<file path="config.mk">
export PLATFORM = sky130hd
export DESIGN_NAME = md_alu_sequencer
export DESIGN_NICKNAME = d
export VERILOG_FILES = /design/src/rtl/md_alu_sequencer.sv
export SDC_FILE = /design/constraint.sdc
export NUM_CORES = 1
export LEC_CHECK = 0
export BUFFER_PORTS_ARGS = -buffer_cell sky130_fd_sc_hd__buf_2
export CORE_MARGIN = 5
export CORE_UTILIZATION = 50
export DETAILED_ROUTE_END_ITERATION = 7
export PLACE_DENSITY = 0.81
export SETUP_SLACK_MARGIN = 0.2
export SLEW_MARGIN = 20
export SYNTH_ARGS = -nofsm -noshare
export SYNTH_HDL_FRONTEND = slang
export SYNTH_SLANG_ARGS = --single-unit
</file>
<file path="constraint.sdc">
create_clock -name clk -period 5.25 [get_ports clk]
set_input_delay 1.05 -clock clk [delete_from_list [all_inputs] [get_ports clk]]
set_output_delay 1.05 -clock clk [all_outputs]
set_load 0.005 [all_outputs]
</file>
<file path="src/rtl/md_alu_sequencer.sv">
// ---------------------------------------------------------------------------
// md_alu_sequencer
//   Iterative multiply/divide controller for the E-stage. Runs MULTU/DIVU
//   (and MULT/DIV when SIGNED_MD_EN is defined) one step per cycle through
//   the shared 32-bit ALU, and handles MTHI/MTLO. HI/LO live here.
//
//   Optional feature macro: SIGNED_MD_EN
//     defined   : md_op 100/101 are signed MULT/DIV. Operands are converted
//                 to magnitudes at start. A FIX cycle then applies the signs
//                 (33 busy cycles).
//     undefined : md_op 100/101 run as MULTU/DIVU (32 busy cycles). There is
//                 no FIX state.
//
// Ports
//   clk        in   rising-edge clock
//   reset      in   asynchronous, active-low; clears all state
//   start      in   single-cycle request, sampled only while idle
//   md_op[2:0] in   000 MULTU, 001 DIVU, 010 MTHI, 011 MTLO, 100 MULT, 101 DIV
//   rs[31:0]   in   dividend / multiplicand / MTHI-MTLO data
//   rt[31:0]   in   divisor / multiplier
//   busy       out  high while a mul/div is in progress
//   hi, lo     out  HI/LO registers (intermediate values while busy)
//   alu_a/b    out  ALU operands; zero when no step is running
//   alu_op     out  0000 = A+B, 0001 = A-B
//   alu_c      in   ALU result, combinational in the same cycle
//   state_dbg  out  current FSM state (0 IDLE, 1 MUL, 2 DIV, 3 FIX)
//
// Handshake: start is a request pulse with no acknowledge. The block
//   accepts it only in IDLE. busy is high from the cycle after acceptance
//   until the last step has been written. hi/lo are valid once busy is low.
// ---------------------------------------------------------------------------
module md_alu_sequencer #(
  parameter int ITER = 32
) (
  input  logic        clk,
  input  logic        reset,
  input  logic        start,
  input  logic [2:0]  md_op,
  input  logic [31:0] rs,
  input  logic [31:0] rt,
  output logic        busy,
  output logic [31:0] hi,
  output logic [31:0] lo,
  output logic [31:0] alu_a,
  output logic [31:0] alu_b,
  output logic [3:0]  alu_op,
  input  logic [31:0] alu_c,
  output logic [1:0]  state_dbg
);

`ifdef SIGNED_MD_EN
  typedef enum logic [1:0] {S_IDLE = 2'd0, S_MUL = 2'd1, S_DIV = 2'd2, S_FIX = 2'd3} state_t;
`else
  typedef enum logic [1:0] {S_IDLE = 2'd0, S_MUL = 2'd1, S_DIV = 2'd2} state_t;
`endif

  state_t      state, state_nx;
  logic [5:0]  counter;
  logic [31:0] opb;          // multiplicand (MUL) or divisor (DIV)

  logic        idle, last_step;
  logic        go_mul, go_div, go_mthi, go_mtlo;
  logic        signed_req;
  logic [31:0] rs_mag, rt_mag;
  logic [31:0] mul_sum, rem_sh;
  logic        mul_carry, div_sub;
  logic        done_to_fix;

  assign idle      = (state == S_IDLE);
  assign busy      = ~idle;
  assign state_dbg = state;
  assign last_step = (counter == 6'(ITER - 1));

  // 110/111 decode to nothing and are dropped.
  assign go_mul  = start & idle & (md_op[1:0] == 2'b00);
  assign go_div  = start & idle & (md_op[1:0] == 2'b01);
  assign go_mthi = start & idle & (md_op == 3'b010);
  assign go_mtlo = start & idle & (md_op == 3'b011);

`ifdef SIGNED_MD_EN
  logic        sgn_op, fix_div, neg_quo, neg_rem;
  logic [63:0] prod_neg;
  assign signed_req  = md_op[2];
  assign done_to_fix = sgn_op;
  assign prod_neg    = -{hi, lo};
`else
  assign signed_req  = 1'b0;
  assign done_to_fix = 1'b0;
`endif

  assign rs_mag = (signed_req & rs[31]) ? -rs : rs;
  assign rt_mag = (signed_req & rt[31]) ? -rt : rt;

  // Shift-add step: the ALU sum is only taken when the multiplier LSB is set.
  // The ALU sum wrapped exactly when it is below the old hi.
  assign mul_sum   = lo[0] ? alu_c : hi;
  assign mul_carry = lo[0] & (alu_c < hi);

  // Restoring divide step: the partial remainder shifted left with the next
  // dividend bit. A bit shifted out of rem means the true value is >= 2^32,
  // so the subtract is always taken.
  assign rem_sh  = {hi[30:0], lo[31]};
  assign div_sub = hi[31] | (rem_sh >= opb);

  // Next-state and ALU drive
  always_comb begin
    state_nx = state;
    alu_a    = 32'd0;
    alu_b    = 32'd0;
    alu_op   = 4'b0000;
    case (state)
      S_IDLE: begin
        if (go_mul)      state_nx = S_MUL;
        else if (go_div) state_nx = S_DIV;
      end
      S_MUL: begin
        alu_a  = hi;
        alu_b  = opb;
        alu_op = 4'b0000;
        if (last_step) state_nx = done_to_fix ? state_t'(2'd3) : S_IDLE;
      end
      S_DIV: begin
        alu_a  = rem_sh;
        alu_b  = opb;
        alu_op = 4'b0001;
        if (last_step) state_nx = done_to_fix ? state_t'(2'd3) : S_IDLE;
      end
      default: state_nx = S_IDLE;
    endcase
  end

  always_ff @(posedge clk or negedge reset) begin
    if (!reset) state <= S_IDLE;
    else        state <= state_nx;
  end

  // Datapath: hi/lo double as product (MUL) and remainder/quotient (DIV)
  always_ff @(posedge clk or negedge reset) begin
    if (!reset) begin
      hi      <= 32'd0;
      lo      <= 32'd0;
      opb     <= 32'd0;
      counter <= 6'd0;
    end else begin
      case (state)
        S_IDLE: begin
          if (go_mthi) hi <= rs;
          if (go_mtlo) lo <= rs;
          if (go_mul) begin
            hi      <= 32'd0;
            lo      <= rt_mag;
            opb     <= rs_mag;
            counter <= 6'd0;
          end
          if (go_div) begin
            hi      <= 32'd0;
            lo      <= rs_mag;
            opb     <= rt_mag;
            counter <= 6'd0;
          end
        end
        S_MUL: begin
          hi      <= {mul_carry, mul_sum[31:1]};
          lo      <= {mul_sum[0], lo[31:1]};
          counter <= last_step ? 6'd0 : counter + 6'd1;
        end
        S_DIV: begin
          hi      <= div_sub ? alu_c : rem_sh;
          lo      <= {lo[30:0], div_sub};
          counter <= last_step ? 6'd0 : counter + 6'd1;
        end
`ifdef SIGNED_MD_EN
        S_FIX: begin
          if (fix_div) begin
            if (neg_quo) lo <= -lo;
            if (neg_rem) hi <= -hi;
          end else if (neg_quo) begin
            {hi, lo} <= prod_neg;
          end
        end
`endif
        default: ;
      endcase
    end
  end

`ifdef SIGNED_MD_EN
  // Sign bookkeeping for the FIX cycle. A zero divisor leaves the raw
  // magnitude result, so both negations are suppressed.
  always_ff @(posedge clk or negedge reset) begin
    if (!reset) begin
      sgn_op  <= 1'b0;
      fix_div <= 1'b0;
      neg_quo <= 1'b0;
      neg_rem <= 1'b0;
    end else if (go_mul | go_div) begin
      sgn_op  <= signed_req;
      fix_div <= go_div;
      neg_quo <= signed_req & (rs[31] ^ rt[31]) & ~(go_div & (rt == 32'd0));
      neg_rem <= signed_req & rs[31] & go_div & (rt != 32'd0);
    end
  end
`endif

endmodule

</file>
# [After elaboration in Yosys (flattened, before gate mapping)]
# Cells that the tools add are included.
[word_totals] ff_bits=104 in_bits=102 out_inout_bits=135 word_cells=60
[classes] n_addsub=1 n_lt_le_gt_ge=2 eq_ne=10 n_mux=23 bitwise_logic=8 n_reduce_logical=11
[op_table] operator="32-bit 2-to-1 mux" n=11
[op_table] operator="32-bit case mux with 3 select lines" n=2
[op_table] operator="32-bit case mux with 2 select lines" n=1
[op_table] operator="32-bit greater-or-equal comparator" n=1
[op_table] operator="32-bit less-than comparator" n=1
[op_table] operator="6-bit 2-to-1 mux" n=3
[op_table] operator="6-bit case mux with 2 select lines" n=1
[op_table] operator="2-bit AND reduction" n=5
[op_table] operator="4-bit by 1-bit != test with 1-bit output (second input constant)" n=2
[op_table] operator="6-bit by 1-bit adder with 6-bit output (second input constant)" n=1
[op_table] operator="1-bit AND" n=6
[op_table] operator="3-bit by 2-bit equality test with 1-bit output (second input constant)" n=2
[op_table] operator="6-bit by 5-bit equality test with 1-bit output (second input constant)" n=1
[op_table] operator="2-bit 2-to-1 mux" n=3
[op_table] operator="2-bit by 1-bit equality test with 1-bit output (second input constant)" n=2
[op_table] operator="2-bit logical NOT" n=2
[op_table] operator="2-bit case mux with 2 select lines" n=1
[op_table] operator="2-bit nonzero test" n=2
[op_table] operator="3-bit by 1-bit != test with 1-bit output (second input constant)" n=1
[op_table] operator="3-bit nonzero test" n=1
[op_table] operator="2-bit equality test (second input constant)" n=1
[op_table] operator="2-bit by 1-bit != test with 1-bit output (second input constant)" n=1
[op_table] operator="2-bit OR reduction" n=1
[op_table] operator="1-bit 2-to-1 mux" n=1
[op_table] operator="2 further kinds" n=2

# [Logic depth before layout (Yosys ltp)]
[depth] ltp_word=7 mapped_depth=11 depth_no_buf=9

# [Worst setup path after synthesis]
# OpenSTA, ideal clock, no wires.
[synth_path] path_type="flip-flop to output port" start="register state[0], in the netlist state_dbg[0]" end="output port alu_a[11]" arrival_ps=1814 required_time_ps=4200 setup_slack_ps=2386 path_stages_with_launch=7 n_path_buf=3 path_cell_list="dfrtp_1 -> inv_1 -> ha_1 -> clkbuf_1 -> buf_1 -> clkbuf_1 -> a21boi_0"
[synth_between] elab_chain_cells=2
[synth_rtl] item="start, declared" line="57" text="state_t state, state_nx;"
[synth_rtl] item="start signal, assigned" line="134" text="else state <= state_nx;"
[synth_rtl] item="2-bit equality test or 2-bit by 1-bit equality test with 1-bit output (tied branches)" line="111" text="case (state)"
[synth_rtl] item="32-bit case mux with 2 select lines *" line="111"
[synth_rtl] item="end, declared" line="44" text="output logic [31:0] alu_a,"
# Mark *: on every way between the ends. The rest lies on a longest branch, timed or not.

# [Final worst setup path]
[layout_path] start="register state[0], in the netlist state_dbg[0]" end="output port alu_a[13]"
# The elaborated chain is that of the path after synthesis.

==> results.sh <==
export IMPL_status="completed"
export IMPL_rows=49
export IMPL_antenna_found_initial=7
export IMPL_p_int_uw=3320
export IMPL_timing_fmax_mhz=277
export IMPL_clock_root_buffer="clkbuf_16"
export IMPL_fin_area_sq_um=10700
export IMPL_final_common_cell="nand2_1"
export IMPL_crit_fanout=88
export IMPL_p_sw_uw=3410
export IMPL_cts_buffers=9
export IMPL_clock_latency_ns=0.36
export IMPL_vias=9428
export IMPL_post_cts_buffers=0
export IMPL_synth_main_ff_cell="dfrtp_1"
export IMPL_postCtsResizedCells=0
export IMPL_cpPeakStageDelay_ns=0.82
export IMPL_port_buffers=233
export IMPL_fin_crit_sh=0.687
export IMPL_grtUsageTotal=0.278
export IMPL_path_cells="inv_1 > ha_4 > nand2_1 > a21boi_0 > buf_2"
export IMPL_stdcell_count=1615
export IMPL_crit_path_top_delay_cell="ha_4"
export IMPL_grt_max_degree=100
export IMPL_arrival_ns=2.56
export IMPL_drc=0
export IMPL_coreArea_sq_um=18000
export IMPL_ant_nets=0
export IMPL_clkTransAtPathRegs_ns=0.08
export IMPL_grt_pass1_vias=8806
export IMPL_cap_violations=0
export IMPL_routed_wl_um=30700
export IMPL_place_inst=1594
export IMPL_tightestPinTransition_ns=1.02
export IMPL_power_frac_comb=0.635
export IMPL_ys_ff_latch=104
export IMPL_h_tree_depth=3
export IMPL_hold_buffers=0
export IMPL_endpoint_kind="primary output"
export IMPL_path_class="reg2out"
export IMPL_hold_depth=1
export IMPL_path_depth=5
export IMPL_gr_total_overflow=0
export IMPL_cts_tree="yes"
export IMPL_initial_core_util=0.509
export IMPL_yosysSeqAreaShare=0.285
export IMPL_drt_initial_drc_count=681
export IMPL_grt_use_met3=0.0561
export IMPL_nets=1546
export IMPL_drive_above_1_share=0.212
export IMPL_mostFrequentLayoutCells="nand2_1, buf_2, o21ai_0, dfrtp_1, a21oi_1"
export IMPL_slew_violations=0
export IMPL_critical_path_top_delay_family="adder cells"
export IMPL_first_pass_iters=5
export IMPL_swShare=0.507
export IMPL_clk_path_buf_depth=2
export IMPL_vdd_drop_max_mv=0.381
export IMPL_via_per_inst=5.84
export IMPL_synth_edf_count=0
export IMPL_wire_per_inst_um=19.0
export IMPL_cp_required_ns=4.20
export IMPL_die_h_um=145
export IMPL_dpl_hpwl_um=22400
export IMPL_fin_crit_ns=3.61
export IMPL_power_density_nw_per_um2=628
export IMPL_skew_ns=0.0132
export IMPL_pwr_share_clk=0.109
export IMPL_die_area_sq_um=21100
export IMPL_final_setup_viol_count=0
export IMPL_rrSetupSlack_ns=2.04
export IMPL_place_area_sq_um=10400
export IMPL_grt_first_pass_wirelength_um=48000
export IMPL_power_frac_seq=0.257
export IMPL_startpoint_type="register"
export IMPL_tns_ns=0
export IMPL_use_met2=0.445
export IMPL_worstPathBufferInverterCount=2
export IMPL_synth_cells=1198
export IMPL_grt_use_met1=0.376
export IMPL_die_w_um=145
export IMPL_yosys_warnings=0
export IMPL_power_leakage_uw=0.00519
export IMPL_syn_cell_area_sq_um=9140
export IMPL_rsz0062_at_grt="no"
export IMPL_pin_count=237
export IMPL_hp_class="reg2reg"
export IMPL_synth_distinct_cells=49
export IMPL_async_flop_share=1.00
export IMPL_hold_viol=0
export IMPL_rr_worst_depth=9
export IMPL_place_congestion=0.956
export IMPL_relSlewSlack=0.318
export IMPL_cts_sinks=104
export IMPL_area_growth_syn_to_layout_pct=17.2
export IMPL_top_usage_layer="met2"
export IMPL_synth_avg_cell_area_sq_um=7.63
## power groups by stage
stage	Clock (uW)	Sequential, uW	Combinational, uW
2_1_floorplan	0	1560	2930
3_3_place_gp	0	1710	4120
3_5_place_dp	0	1720	4240
4_1_cts	737	1710	4270
5_1_grt	759	1770	4790
6_report	730	1730	4270
## flip-flops by register name, summed over array words and instances (netlist names)
register,flops
counter,6
hi,32
lo,32
opb,32
state_dbg,2
## cells in the mapped netlist, types with 5 or more instances
| master | count | area, sq um |
|---|---|---|
| nor2b_1 | 5 | 31.3 |
| ha_1 | 68 | 851 |
| a22oi_1 | 32 | 240 |
| inv_1 | 69 | 259 |
| dfrtp_1 | 104 | 2600 |
| nand3_1 | 8 | 40.0 |
| clkbuf_1 | 56 | 210 |
| buf_1 | 10 | 37.5 |
| mux2_1 | 45 | 507 |
| mux2_2 | 17 | 191 |
| a21oi_1 | 88 | 440 |
| o21ai_0 | 130 | 651 |
| nand2b_1 | 6 | 37.5 |
| o21ai_1 | 44 | 220 |
| buf_4 | 9 | 67.6 |
| nand2_1 | 246 | 923 |
| buf_6 | 6 | 67.6 |
| nand4_1 | 5 | 31.3 |
| nor2_1 | 69 | 259 |
| a21boi_0 | 31 | 233 |
| mux2i_1 | 64 | 641 |
| a21o_1 | 7 | 52.6 |
| and2_1 | 33 | 206 |
## per-stage QoR
stage	worst slack (ns)	power [uW]	utilization	hold WS [ns]
final	1.64	6720	0.596	0.478
after global routing	1.47	7330	0.596	0.499
after CTS	1.65	6710	0.595	0.482
after detailed placement	1.94	5960	0.578	0.466
after global placement	1.91	5830	0.578	0.458
after floorplan	2.39	4490	-	0.437
## cells by family after synthesis
kind of cell / synth area share
buffers and inverters: 0.0728
muxes: 0.147
other: 0.000410
DFF: 0.285
AOI/OAI and AO/OA: 0.222
and+or+nand+nor: 0.181
adders and majority gates: 0.0931
## worst paths after layout
check	endpoint	start
worst max-delay path	alu_a[13]	state_dbg[0]
worst min-delay path	counter[5]	counter[5]
worst max register to register	hi[0]	hi[16]
worst min register to register	counter[5]	counter[5]
max in group asynchronous	lo[0]	reset
min in group asynchronous	lo[20]	reset
## metal layers
| layer | vias to the layer above | routed length (um) |
|---|---|---|
| met5 | - | 50 |
| met4 | 8 | 856 |
| met3 | 59 | 2800 |
| met2 | 459 | 14200 |
| met1 | 4413 | 12800 |
| li1 | 4489 | - |
## worst register-to-register path: stages, from the launching register on
cell and delay [ns]:
dfrtp_1 0.46, ha_1 0.34, a21oi_1 0.15, o21ai_0 0.12, a221oi_1 0.54, o211a_1 0.21, o31a_2 0.45, buf_4 0.48
mux2i_1 0.26, o21ai_0 0.10
## area by class of cell
class / count / area, sq um
fillers: 1668 / 7250
multi-input cells: 941 / 5930
flip-flops and latches: 104 / 2600
repair buffers: 250 / 1310
well taps: 229 / 287
inverters: 70 / 263
clock buffers: 10 / 229
clock inverters: 6 / 75.1
diodes: 5 / 12.5
(Power assumes the default switching activity.)
